[src/rtl/insn_encoder_pkg.sv]
// ---------------------------------------------------------------------------
// insn_encoder_pkg
//
// Shared definitions for the RV32I instruction encoder:
//   cmd_op_t   - abstract command opcodes from the debug/boot controller
//   opcode_t   - RV32I major opcodes the encoder can produce
//   fmt_t      - instruction field layout selector for insn_pack
//   state_t    - encoder output FSM states
//   F3_*       - funct3 values the encoder needs to reason about
//   helpers    - illegal-command check and LI range check
// ---------------------------------------------------------------------------
package insn_encoder_pkg;

   typedef enum logic [2:0] {
      CMD_LI     = 3'd0,
      CMD_OPIMM  = 3'd1,
      CMD_OP     = 3'd2,
      CMD_LOAD   = 3'd3,
      CMD_STORE  = 3'd4,
      CMD_BRANCH = 3'd5,
      CMD_CSR    = 3'd6,
      CMD_EBREAK = 3'd7
   } cmd_op_t;

   typedef enum logic [6:0] {
      OPC_LOAD   = 7'h03,
      OPC_OPIMM  = 7'h13,
      OPC_STORE  = 7'h23,
      OPC_OP     = 7'h33,
      OPC_LUI    = 7'h37,
      OPC_BRANCH = 7'h63,
      OPC_SYSTEM = 7'h73
   } opcode_t;

   typedef enum logic [2:0] {
      FMT_R = 3'd0,
      FMT_I = 3'd1,
      FMT_S = 3'd2,
      FMT_B = 3'd3,
      FMT_U = 3'd4
   } fmt_t;

   typedef enum logic [1:0] {
      ST_IDLE      = 2'd0,
      ST_EMIT      = 2'd1,
      ST_EMIT_PEND = 2'd2
   } state_t;

   localparam logic [2:0] F3_ADD  = 3'b000;
   localparam logic [2:0] F3_SLL  = 3'b001;
   localparam logic [2:0] F3_SR   = 3'b101;
   localparam logic [2:0] F3_PRIV = 3'b000;

   localparam logic [11:0] IMM_EBREAK = 12'h001;

   // A command is rejected when its funct3 has no RV32I meaning for that
   // class, or when the alternate funct7 bit is asked for on an ALU op that
   // has no alternate form (only SUB and SRA/SRAI exist).
   function automatic logic cmdIsIllegal(input cmd_op_t op,
                                         input logic [2:0] f3,
                                         input logic alt);
      logic bad;
      bad = 1'b0;
      case (op)
         CMD_OPIMM:  bad = alt && (f3 != F3_SR);
         CMD_OP:     bad = alt && (f3 != F3_ADD) && (f3 != F3_SR);
         CMD_LOAD:   bad = (f3 == 3'd3) || (f3 == 3'd6) || (f3 == 3'd7);
         CMD_STORE:  bad = (f3 > 3'd2);
         CMD_BRANCH: bad = (f3 == 3'd2) || (f3 == 3'd3);
         CMD_CSR:    bad = (f3 == 3'd0) || (f3 == 3'd4);
         default:    bad = 1'b0;
      endcase
      return bad;
   endfunction

   // True when the value survives sign-extension from 12 bits, i.e. it lies
   // in [-2048, 2047] and a single ADDI can materialise it.
   function automatic logic liFitsAddi(input logic [31:0] imm);
      return (imm[31:11] == 21'h000000) || (imm[31:11] == 21'h1FFFFF);
   endfunction

endpackage

[src/rtl/insn_encoder_pack.sv]
// ---------------------------------------------------------------------------
// insn_pack
//
// Purely combinational RV32I word formatter. Places already-decided fields
// into the bit positions of the selected format.
//   fmt_i    - fmt_t layout (R/I/S/B/U)
//   opcode_i - 7-bit major opcode
//   rd_i, rs1_i, rs2_i - register fields
//   f3_i     - funct3
//   f7_i     - funct7 (R-type only)
//   imm_i    - immediate; I/S use [11:0], B uses [12:1], U uses [31:12]
//   insn_o   - packed 32-bit instruction
// ---------------------------------------------------------------------------
module insn_pack
   import insn_encoder_pkg::*;
(
   input  logic [2:0]  fmt_i,
   input  logic [6:0]  opcode_i,
   input  logic [4:0]  rd_i,
   input  logic [4:0]  rs1_i,
   input  logic [4:0]  rs2_i,
   input  logic [2:0]  f3_i,
   input  logic [6:0]  f7_i,
   input  logic [31:0] imm_i,
   output logic [31:0] insn_o
);

   // Field placement per format. B-type drops imm[0] because branch targets
   // are always halfword aligned; U-type takes the upper 20 bits as-is.
   always_comb begin
      insn_o = 32'h0000_0000;
      case (fmt_t'(fmt_i))
         FMT_R: insn_o = {f7_i, rs2_i, rs1_i, f3_i, rd_i, opcode_i};
         FMT_I: insn_o = {imm_i[11:0], rs1_i, f3_i, rd_i, opcode_i};
         FMT_S: insn_o = {imm_i[11:5], rs2_i, rs1_i, f3_i, imm_i[4:0], opcode_i};
         FMT_B: insn_o = {imm_i[12], imm_i[10:5], rs2_i, rs1_i, f3_i,
                          imm_i[4:1], imm_i[11], opcode_i};
         FMT_U: insn_o = {imm_i[31:12], rd_i, opcode_i};
         default: insn_o = 32'h0000_0000;
      endcase
   end

endmodule

[src/rtl/insn_encoder.sv]
// ---------------------------------------------------------------------------
// insn_encoder
//
// Turns abstract commands from the debug/boot controller into one or two
// RV32I instruction words and streams them into the fetch-injection port.
//   clk_i, reset_i            - clock, synchronous active-high reset
//   cmd_valid_i / cmd_ready_o - command handshake
//   cmd_op_i .. cmd_imm_i     - command payload (op, regs, funct3, alt, imm)
//   insn_valid_o / insn_ready_i - instruction word handshake
//   insn_o                    - registered instruction word
//   insn_last_o               - word is the final one of its command
//   err_o                     - one-cycle pulse when a command is rejected
//   count_o                   - words accepted by the consumer (wraps)
// ---------------------------------------------------------------------------
module insn_encoder
   import insn_encoder_pkg::*;
#(
   parameter int COUNT_W = 16
)
(
   input  logic               clk_i,
   input  logic               reset_i,
   input  logic               cmd_valid_i,
   output logic               cmd_ready_o,
   input  logic [2:0]         cmd_op_i,
   input  logic [4:0]         cmd_rd_i,
   input  logic [4:0]         cmd_rs1_i,
   input  logic [4:0]         cmd_rs2_i,
   input  logic [2:0]         cmd_f3_i,
   input  logic               cmd_alt_i,
   input  logic [31:0]        cmd_imm_i,
   output logic               insn_valid_o,
   input  logic               insn_ready_i,
   output logic [31:0]        insn_o,
   output logic               insn_last_o,
   output logic               err_o,
   output logic [COUNT_W-1:0] count_o
);

   state_t             state_q;
   logic               valid_q;
   logic [31:0]        insn_q;
   logic               last_q;
   logic [31:0]        pend_q;
   logic               err_q;
   logic [COUNT_W-1:0] count_q;

   cmd_op_t     cmdOp;
   logic        cmdIllegal;
   logic        cmdAccept;
   logic        insnFire;
   logic        twoWord;

   fmt_t        firstFmt;
   opcode_t     firstOpc;
   logic [4:0]  firstRd;
   logic [4:0]  firstRs1;
   logic [4:0]  firstRs2;
   logic [2:0]  firstF3;
   logic [6:0]  firstF7;
   logic [31:0] firstImm;
   logic [31:0] firstWord_d;

   logic [31:0] liHi;
   logic [11:0] liLo;
   logic [31:0] secondWord_d;

   assign cmdOp      = cmd_op_t'(cmd_op_i);
   assign cmdIllegal = cmdIsIllegal(cmdOp, cmd_f3_i, cmd_alt_i);

   // A new command can be taken when the output slot is empty, or when the
   // final word of the current command leaves this very cycle. The ready
   // path from the consumer is deliberately combinational so streaming runs
   // at one word per cycle; cmd_valid_i never feeds back into it.
   assign cmd_ready_o = !valid_q || (insn_ready_i && last_q);
   assign cmdAccept   = cmd_valid_i && cmd_ready_o;
   assign insnFire    = valid_q && insn_ready_i;

   // LUI/ADDI split: the +0x800 rounds hi up whenever lo will be negative
   // after ADDI sign-extends it, so LUI hi followed by ADDI lo rebuilds imm.
   assign liHi = cmd_imm_i + 32'h0000_0800;
   assign liLo = cmd_imm_i[11:0];

   // Decide the fields of the first (or only) word of the command, and
   // whether a second word is needed. Only LI ever needs two words.
   always_comb begin
      firstFmt = FMT_I;
      firstOpc = OPC_OPIMM;
      firstRd  = cmd_rd_i;
      firstRs1 = cmd_rs1_i;
      firstRs2 = cmd_rs2_i;
      firstF3  = cmd_f3_i;
      firstF7  = 7'b000_0000;
      firstImm = cmd_imm_i;
      twoWord  = 1'b0;
      case (cmdOp)
         CMD_LI: begin
            firstRs1 = 5'd0;
            firstF3  = F3_ADD;
            if (cmd_rd_i == 5'd0) begin
               // Writing x0 is a no-op; emit the canonical NOP.
               firstRd  = 5'd0;
               firstImm = 32'h0000_0000;
            end else if (!liFitsAddi(cmd_imm_i)) begin
               firstFmt = FMT_U;
               firstOpc = OPC_LUI;
               firstImm = {liHi[31:12], 12'h000};
               twoWord  = (liLo != 12'h000);
            end
         end
         CMD_OPIMM: begin
            // Shifts encode shamt in imm[4:0] and funct7 in imm[11:5]; the
            // alternate bit only means something for right shifts.
            if ((cmd_f3_i == F3_SLL) || (cmd_f3_i == F3_SR)) begin
               firstImm = {20'h00000, 1'b0, cmd_alt_i & cmd_f3_i[2], 5'b00000,
                           cmd_imm_i[4:0]};
            end
         end
         CMD_OP: begin
            firstFmt = FMT_R;
            firstOpc = OPC_OP;
            firstF7  = {1'b0, cmd_alt_i, 5'b00000};
         end
         CMD_LOAD: begin
            firstOpc = OPC_LOAD;
         end
         CMD_STORE: begin
            firstFmt = FMT_S;
            firstOpc = OPC_STORE;
         end
         CMD_BRANCH: begin
            firstFmt = FMT_B;
            firstOpc = OPC_BRANCH;
         end
         CMD_CSR: begin
            // For the immediate CSR forms the rs1 field carries the 5-bit
            // uimm, so cmd_rs1_i is passed straight through either way.
            firstOpc = OPC_SYSTEM;
            firstImm = {20'h00000, cmd_imm_i[11:0]};
         end
         CMD_EBREAK: begin
            firstOpc = OPC_SYSTEM;
            firstRd  = 5'd0;
            firstRs1 = 5'd0;
            firstF3  = F3_PRIV;
            firstImm = {20'h00000, IMM_EBREAK};
         end
         default: begin
            firstFmt = FMT_I;
         end
      endcase
   end

   insn_pack uFirstPack (
      .fmt_i    (firstFmt),
      .opcode_i (firstOpc),
      .rd_i     (firstRd),
      .rs1_i    (firstRs1),
      .rs2_i    (firstRs2),
      .f3_i     (firstF3),
      .f7_i     (firstF7),
      .imm_i    (firstImm),
      .insn_o   (firstWord_d)
   );

   // Second word of a split LI: ADDI rd, rd, lo.
   insn_pack uSecondPack (
      .fmt_i    (FMT_I),
      .opcode_i (OPC_OPIMM),
      .rd_i     (cmd_rd_i),
      .rs1_i    (cmd_rd_i),
      .rs2_i    (5'd0),
      .f3_i     (F3_ADD),
      .f7_i     (7'b000_0000),
      .imm_i    ({20'h00000, liLo}),
      .insn_o   (secondWord_d)
   );

   // Output FSM. IDLE and EMIT share the "may load a new command" path;
   // EMIT_PEND cannot take a command (last_q is low so cmd_ready_o is low)
   // and only advances when the consumer takes the LUI. Rejected commands
   // fall through as "no load", so a rejected command arriving while the
   // final word leaves simply drains the slot.
   always_ff @(posedge clk_i) begin
      if (reset_i) begin
         state_q <= ST_IDLE;
         valid_q <= 1'b0;
         insn_q  <= 32'h0000_0000;
         last_q  <= 1'b0;
         pend_q  <= 32'h0000_0000;
         err_q   <= 1'b0;
         count_q <= '0;
      end else begin
         err_q <= cmdAccept && cmdIllegal;
         if (insnFire) begin
            count_q <= count_q + COUNT_W'(1);
         end
         case (state_q)
            ST_IDLE, ST_EMIT: begin
               if (cmdAccept && !cmdIllegal) begin
                  valid_q <= 1'b1;
                  insn_q  <= firstWord_d;
                  last_q  <= !twoWord;
                  pend_q  <= secondWord_d;
                  state_q <= twoWord ? ST_EMIT_PEND : ST_EMIT;
               end else if (insnFire) begin
                  valid_q <= 1'b0;
                  state_q <= ST_IDLE;
               end
            end
            ST_EMIT_PEND: begin
               if (insnFire) begin
                  insn_q  <= pend_q;
                  last_q  <= 1'b1;
                  state_q <= ST_EMIT;
               end
            end
            default: begin
               valid_q <= 1'b0;
               state_q <= ST_IDLE;
            end
         endcase
      end
   end

   assign insn_valid_o = valid_q;
   assign insn_o       = insn_q;
   assign insn_last_o  = last_q;
   assign err_o        = err_q;
   assign count_o      = count_q;

endmodule

[config.mk]
export PLATFORM = sky130hd
export DESIGN_NAME = insn_encoder
export DESIGN_NICKNAME = d
export VERILOG_FILES = /design/src/rtl/insn_encoder_pkg.sv /design/src/rtl/insn_encoder_pack.sv /design/src/rtl/insn_encoder.sv
export SDC_FILE = /design/constraint.sdc
export NUM_CORES = 1
export LEC_CHECK = 0
export CAP_MARGIN = 30
export CORE_MARGIN = 2
export CORE_UTILIZATION = 35
export DETAILED_ROUTE_END_ITERATION = 10
export PLACE_DENSITY = 0.71
export SLEW_MARGIN = 40
export SYNTH_ARGS = -nofsm -noshare
export SYNTH_HDL_FRONTEND = slang
export SYNTH_SLANG_ARGS = --single-unit
[constraint.sdc]
create_clock -name clk_i -period 4.05 [get_ports clk_i]
set_input_delay 0.81 -clock clk_i [delete_from_list [all_inputs] [get_ports clk_i]]
set_output_delay 0.81 -clock clk_i [all_outputs]
set_load 0.005 [all_outputs]
== Word level (Yosys, flattened, before mapping) ==
Cells that the tools add are included.

* Bits in registers: 78
* Output and inout bits: 52
* Logic and storage cells: 105

* Add/subtract/negate cells: 2
* Order comparisons: 1
* Equality and inequality tests: 25
* Muxes and demuxes: 34
* Bitwise gates (word level): 2
* Reduce and logical (&&, ||, !) cells: 34

{| class="wikitable"
|+ Operators with widths
! operator !! number
|-
| two-way mux 32 bit || 5
|-
| case mux 32 bit (5 select lines) || 1
|-
| case mux 32 bit (4 select lines) || 1
|-
| case mux 32 bit (2 select lines) || 1
|-
| case mux 7 bit (6 select lines) || 1
|-
| adder 32 x 12 -> 32 bit (second input constant) || 1
|-
| equality test 3 bit (second input constant) || 9
|-
| equality test 21 bit (second input constant) || 1
|-
| zero test 21 bit || 1
|-
| equality test 3 x 2 -> 1 bit (second input constant) || 6
|-
| two-way mux 6 bit || 3
|-
| adder 16 x 1 -> 16 bit (second input constant) || 1
|-
| case mux 3 bit (4 select lines) || 1
|-
| nonzero test 12 bit || 1
|-
| two-way mux 5 bit || 2
|-
| case mux 5 bit (2 select lines) || 1
|-
| equality test 3 x 1 -> 1 bit (second input constant) || 3
|-
| zero test 3 bit || 3
|-
| two-way mux 3 bit || 3
|-
| logical AND 1 bit || 8
|-
| two-way mux 2 bit || 4
|-
| logical OR 1 bit || 7
|-
| two-way mux 1 bit || 7
|-
| inequality test 3 bit (second input constant) || 2
|-
| other kinds (17) || 25
|}

== Depth between registers and ports, before layout ==
Gate-level depths: netlist (run 1).

* Word-level depth: 9
* Gate-level depth with buffers: 11
* Gate-level depth less buffers: 9

== Cells and area by module ==
From an unflattened synthesis (run 1), not the netlist that was laid out.

* Cell total of the unflattened synthesis: 736
* Area, all modules: 6193.4 µm²

{| class="wikitable"
|+ Modules (own cells, without submodules)
! module !! times used !! cells each !! area an instance (µm²)
|-
| insn_encoder || 1 || 568 || 4999.8
|-
| insn_pack || 2 || 84 || 596.8
|}

== Worst setup path before layout (run 1) ==
OpenSTA, ideal clock, no wires.

* Path type: input to register
* Start point: input cmd_imm_i[11]
* End point: register insn_q[21], in the netlist insn_o[21]
* Arrival time: 2.351 ns
* Setup slack: 1.565 ns
* Stages on the path: 8
* Path buffers: 1
* Cell sequence: ha_1 -> nand3_1 -> or2_4 -> o32ai_4 -> nor2b_1 -> buf_2 -> a222oi_1 -> o22ai_1

* Longest elaborated chain between the ends: 9

{| class="wikitable"
|+ RTL lines
! item !! RTL line !! text
|-
| from (decl) || insn_encoder.sv:31 || <nowiki>input logic [31:0] cmd_imm_i,</nowiki>
|-
| parallel branches: the longest is 6 deep, another holds adder 32 x 12 -> 32 bit || n/a ||
|-
| case mux 32 bit (5 select lines) (*) || insn_encoder_pack.sv:32 || <nowiki>case (fmt_t'(fmt_i))</nowiki>
|-
| two-way mux 32 bit (*) || insn_encoder.sv:200 || <nowiki>if (cmdAccept && !cmdIllegal) begin</nowiki>
|-
| case mux 32 bit (2 select lines) (*) || insn_encoder.sv:198 || <nowiki>case (state_q)</nowiki>
|-
| to (signal assigned) || insn_encoder.sv:202 || <nowiki>insn_q <= firstWord_d;</nowiki>
|-
| to (signal assigned) || insn_encoder.sv:213 || <nowiki>insn_q <= pend_q;</nowiki>
|-
| to (decl) || insn_encoder.sv:42 || <nowiki>logic [31:0] insn_q;</nowiki>
|}

Every way passes the cells marked *. The select of a mux whose other input is x is not followed.
A chain may end at the register's enable or synchronous reset.

== Worst setup path in the final report (run 1) ==
* Start point: input cmd_imm_i[11]
* End point: register insn_q[24], in the netlist insn_o[24]

The elaborated chain is that of the path after synthesis.

==> flow_summary.toml, run 1 <==
[min_path]
min_path_type = "register to register"
hold_start = "insn_o[11]"
hold_end = "insn_o[11]"
holdPathStages = 2

[pwr]
power_frac_clock_pct = 35.3
ir_drop_v = 0.000181
power.density_nw_per_um2 = 331
p_sw_share_pct = 27.9
intPower_mw = 1.28
leakagePower_nw = 2.02
power_frac_comb_pct = 22.5
seqPwrFrac_pct = 42.2
p_switching_uw = 496

[logic_synthesis]
synth_top_area_share_pct = 35.2
synth_nets = 563
ys_top_cells_by_count = "nor2_1, dfxtp_1, nand2_1"
synth_edf_count = 0
syn_inst = 502
synth_ff_type = "dfxtp_1"
yosysWarnings = 0
synth_cell_types = 63
synth_area_leaders = "dfxtp_1, nor2_1, nand2_1, mux2i_1, a21oi_1"
ys_seq_area_share_pct = 35.2
synthMostInstantiatedCell = "nor2_1"
synth_area_per_cell_um2 = 7.82
netlist_area_um2 = 3930
async_reset_ff_share_pct = 0
yosys_register_bits = 69
synth_top_area_cell = "dfxtp_1"

[clocking]
clk_latency_ns = 0.35
cts_tree = "done"
post_cts_resized = 0
htree_levels = 3
root_buffer = "clkbuf_8"
cts_buffer_depth = 2
numCtsBuffers = 9
cts.reportedPaths.clkPinSlew_ns = 0.08
post_cts_buffers = 0
clock-sinks = 69
holdBufCountCts = 0

[worst_setup_path]
reg2reg_depth = 5
start_kind = "primary input"
r2r-start = "state_q[1]"
critPathKind = "primary input to register"
critPathCaptureType = "register"
cp_max_fo = 12
r2r_setup_slack_ns = 1.95
worstPathArrival_ns = 3.48
worst_r2r_endpoint = "insn_o[31]"
cp.required_ns = 4.27

[detailed_routing]
postRouteAntennaNets = 0
post-route-drc-count = 0
wl_per_cell_um = 18.4
wirelength_um = 13800
drt_iter0_markers = 289
first_pass_iters = 5
num_vias = 4272
viasPerCell = 5.71

[placement]
dp_slack_ns = 0.443
dpl.hpwl_um = 10400
placed_cells = 732
gp_congestion = 0.956
port_buffers = 108

[floorplanning]
die_h_um = 110
die_width_um = 110
die_area_um2 = 12100
placementRows = 38
boundaryPins = 110
coreArea_um2 = 10900
initial_utilization_pct = 36.0

[layout]
fin_util_pct = 49.3
layout-drive-gt1-share_pct = 7.57
final_cells = 748
syn2layout_area_growth_pct = 36.8
diodes = 0
layout.nets = 664
nFillCells = 1047

[global_route]
grt_max_degree = 51
grtUsageTotal_pct = 23.1
antenna_found_initial = 0
grt_pass1_wl_um = 21300
grt_pass1_vias = 4028
overflow = 0

[sta]
setup_ws_ns = 0.794
setup_viol = 0
slew_viol_final = 0
slew-limit-headroom_pct = 49.6
hold_viol = 0
hold_ws_ns = 0.462
period_minus_slack_ns = 3.26
max_freq_mhz = 307
tightestPinTransition_ns = 0.754
rsz0062_at_grt = "false"
timing.final.crit_share_pct = 80.4
fin_worst_skew_ns = 0.0111
fin_tns_setup_ns = 0

[status]
status = "completed"

[job]
maxCapViolCount = 0
==> per-layer routing <==
| layer | GRT usage [%] | part of all wire (%) | vias to the layer above |
|---|---|---|---|
| met4 | 10.0 | 3.2 | 0 |
| li1 | - | - | 2047 |
| met1 | 30.1 | 43 | 1987 |
| met2 | 35.7 | 45 | 201 |
| met5 | 0 | 0 | - |
| met3 | 5.99 | 8.8 | 37 |
==> worst max-delay path, stage by stage <==
cell and delay (ns):
clkdlybuf4s50_1 0.63, ha_1 0.27, nand3_1 0.15, or2_4 0.31, o32ai_4 0.38, nor2b_1 0.23, buf_4 0.24, a222oi_1 0.34
o22ai_1 0.11
==> placed cells by master, fill, tap and decap left out, drive strengths merged, types with 3 or more instances in the layout <==
| cell type | instances |
|---|---|
| clkdlybuf4s50 | 107 |
| nor2 | 71 |
| dfxtp | 69 |
| nand2 | 49 |
| a21oi | 33 |
| nand3 | 27 |
| and3 | 17 |
| mux2i | 17 |
| o22ai | 15 |
| buf | 15 |
| a22oi | 14 |
| inv | 13 |
| nor3 | 12 |
| a31oi | 12 |
| nor4 | 11 |
| clkbuf | 10 |
| xnor2 | 9 |
| nand4 | 8 |
| o21ai | 8 |
| xor2 | 8 |
| nor2b | 7 |
| a221oi | 6 |
| and2 | 5 |
| nand2b | 4 |
| a31o | 4 |
| a211oi | 4 |
| a222oi | 4 |
| a21boi | 3 |
| ha | 3 |
| or2 | 3 |
| o21a | 3 |
| o211ai | 3 |
| clkinv | 3 |
==> metrics by stage <==
step	total power, mW	cell area [um^2]
after detailed placement	1.16	5150
after global routing	1.86	5370
after global placement	1.16	5150
final	1.78	5370
after CTS	1.78	5370
after floorplan	0.957	3930
==> worst max path at each step <==
| stage | startpoint | end | cells after the start |
|---|---|---|---|
| final | cmd_imm_i[11] | insn_o[24] | 9 |
| after global routing | cmd_imm_i[11] | insn_o[24] | 9 |
| after CTS | cmd_imm_i[11] | insn_o[24] | 9 |
| after detailed placement | cmd_imm_i[11] | insn_o[24] | 9 |
| after global placement | cmd_imm_i[11] | insn_o[24] | 9 |
| after floorplan | cmd_imm_i[11] | insn_o[21] | 8 |
==> logic make-up (layout without fill, tap and decap cells) <==
logic type               count (synthesis)  count (layout)  synth area share, %
AND/OR/NAND/NOR                        222             222                 27.0
AO/OA/AOI/OAI                          126             126                 22.8
flip-flops                              69              69                 35.2
buffers and inverters                   45             151                 5.23
multiplexers                            19              19                 4.91
XOR/XNOR                                17              17                 3.79
adder cells (fa/ha/maj)                  3               3                0.956
other                                    1               1               0.0955
==> power by group through the flow <==
stage	logic (mW)	registers, mW	clock network [mW]
after floorplan	0.198	0.759	0
after global placement	0.393	0.763	0
after detailed placement	0.395	0.764	0
after CTS	0.397	0.749	0.639
after global routing	0.434	0.754	0.672
final	0.399	0.750	0.628
==> cell type report <==
cell class,count,area [um^2],area share [%]
clock buffers,10,138,2.56
clock inverters,6,86.3,1.61
inverters,13,48.8,0.909
multi-input cells,388,2350,43.7
flip-flops and latches,69,1380,25.7
well taps,140,175,3.26
repair buffers,122,1190,22.2
==> flip-flops by register name, indices dropped and copies added, names as in the netlist <==
signal / cells
state_q: 2
insn_last_o: 1
insn_valid_o: 1
pend_q: 18
count_o: 16
err_o: 1
insn_o: 30
Power figures use the tool's default switching activity.
==> run 2: changes to the inputs <==
==> constraint.sdc (replaced) <==
create_clock -name clk_i -period 3 [get_ports clk_i]
set_input_delay 0.6 -clock clk_i [delete_from_list [all_inputs] [get_ports clk_i]]
set_output_delay 0.6 -clock clk_i [all_outputs]
set_load 0.005 [all_outputs]
==> flow_summary.toml, run 2 (same netlist as run 1, synthesis figures left out) <==
[floorplanning]
coreArea_um2 = 10900
boundaryPins = 110
die_width_um = 110
die_h_um = 110
die_area_um2 = 12100
initial_utilization_pct = 36.0
placementRows = 38

[layout]
layout-drive-gt1-share_pct = 13.4
final_common_cell = "clkdlybuf4s50_1"
layout.nets = 706
syn2layout_area_growth_pct = 45.2
regArea_um2 = 1380
multi_input_area_um2 = 2350
nFillCells = 1008
final_cells = 790
most-common-layout-cells = "clkdlybuf4s50_1, nor2_1, dfxtp_1"
diodes = 0
largest_reg_flops = 30

[clocking]
clock-sinks = 69
post_cts_resized = 0
cts_buffer_depth = 2
clk_latency_ns = 0.35
cts.reportedPaths.clkPinSlew_ns = 0.07
post_cts_buffers = 0
htree_levels = 3
root_buffer = "clkbuf_8"
cts_tree = "done"
holdBufCountCts = 0
numCtsBuffers = 9

[sta]
fin_worst_skew_ns = 0.0113
setup_viol = 0
hold_viol = 0
slew_viol_final = 0
slew-limit-headroom_pct = 50.5
fin_tns_setup_ns = 0
timing.final.crit_share_pct = 86.6
period_minus_slack_ns = 2.60
tightestPinTransition_ns = 0.741
hold_ws_ns = 0.459
max_freq_mhz = 385
rsz0062_at_grt = "false"
setup_ws_ns = 0.403

[placement]
port_buffers = 108
dpl.hpwl_um = 11100
gp_congestion = 1.04
placed_cells = 774
dp_slack_ns = 0.0943

[global_route]
grt_max_degree = 31
grt_pass1_wl_um = 22400
grtUsageTotal_pct = 23.9
grt_pass1_vias = 4478
antenna_found_initial = 0
overflow = 0

[detailed_routing]
wl_per_cell_um = 18.1
first_pass_iters = 5
num_vias = 4427
post-route-drc-count = 0
wirelength_um = 14300
dr_wl_met2_um = 6630
wl_met3_um = 1490
drt_iter0_markers = 324
top_layer_used = "met4"
viasPerCell = 5.60
wl_met1_um = 5800
postRouteAntennaNets = 0

[worst_setup_path]
reg2reg_depth = 5
worstPathArrival_ns = 2.83
crit_family = "compound AO/OA/AOI/OAI gates"
crit_buf_inv = 2
cp.required_ns = 3.23
slowest_delay_ns = 0.45
crit_path_cell_trace = "clkdlybuf4s50_1 -> buf_12 -> nor2_1 -> a21boi_0 -> a21oi_1 -> a22oi_1 -> nand2_1 -> a221oi_1 -> nor3_1"
critPathKind = "primary input to register"
slowest_stage = "clkdlybuf4s50_1"
cp.depth = 9
start_kind = "primary input"
cp_max_fo = 18
critPathCaptureType = "register"

[pwr]
ir_drop_v = 0.000247
power.total_mw = 2.46
leakagePower_nw = 2.23
power.density_nw_per_um2 = 432

[min_path]
holdPathStages = 2
min_path_type = "register to register"

[status]
status = "completed"

[job]
maxCapViolCount = 0
[run 2: cell types whose count changed in the layout (fill, tap and decap cells not counted)]
| cell | delta |
|---|---|
| buf_4 | +41 |
| clkbuf_8 | +1 |
| clkbuf_1 | +1 |
| buf_12 | +1 |
| clkinvlp_4 | -1 |
| clkinv_4 | -1 |
[run 2: tightest hold or removal path, stage by stage, from the launching register on]
cell and delay (ns):
dfxtp_1 0.32, nand2_1 0.05, a21oi_1 0.05
[run 2: metrics by stage]
stage               util (%)  area [um^2]
detailed placement      50.3         5470
global placement        50.3         5470
global route            52.3         5700
finish                  52.3         5700
floorplan                  -         3930
CTS                     52.3         5700
[run 2: where the power goes]
part           internal [mW]  switching, mW  total [mW]  leakage (nW)
Sequential             0.973         0.0398        1.01         0.563
Clock                  0.511          0.351       0.863         0.116
Combinational          0.304          0.280       0.584          1.56
[run 2: path summary, 6_finish.rpt]
path | from | end | slack (ns)
min | insn_o[11] | insn_o[11] | 0.46
max | cmd_op_i[1] | insn_o[25] | 0.40
max reg2reg | state_q[1] | insn_o[23] | 0.85
min reg2reg | insn_o[11] | insn_o[11] | 0.46
[run 2: layout make-up]
type / count / share of cell area (%)
clock buffers: 12 / 2.72
clock inverters: 4 / 1.23
inverters: 13 / 0.856
multi-input cells: 388 / 41.2
flip-flops and latches: 69 / 24.2
well taps: 140 / 3.07
repair buffers: 164 / 26.7
[run 2: metal layers]
layer / track usage (%) / up-vias
li1: - / 2129
met1: 28.9 / 2048
met3: 7.94 / 33
met2: 39.4 / 217
met4: 8.59 / 0
met5: 0 / -
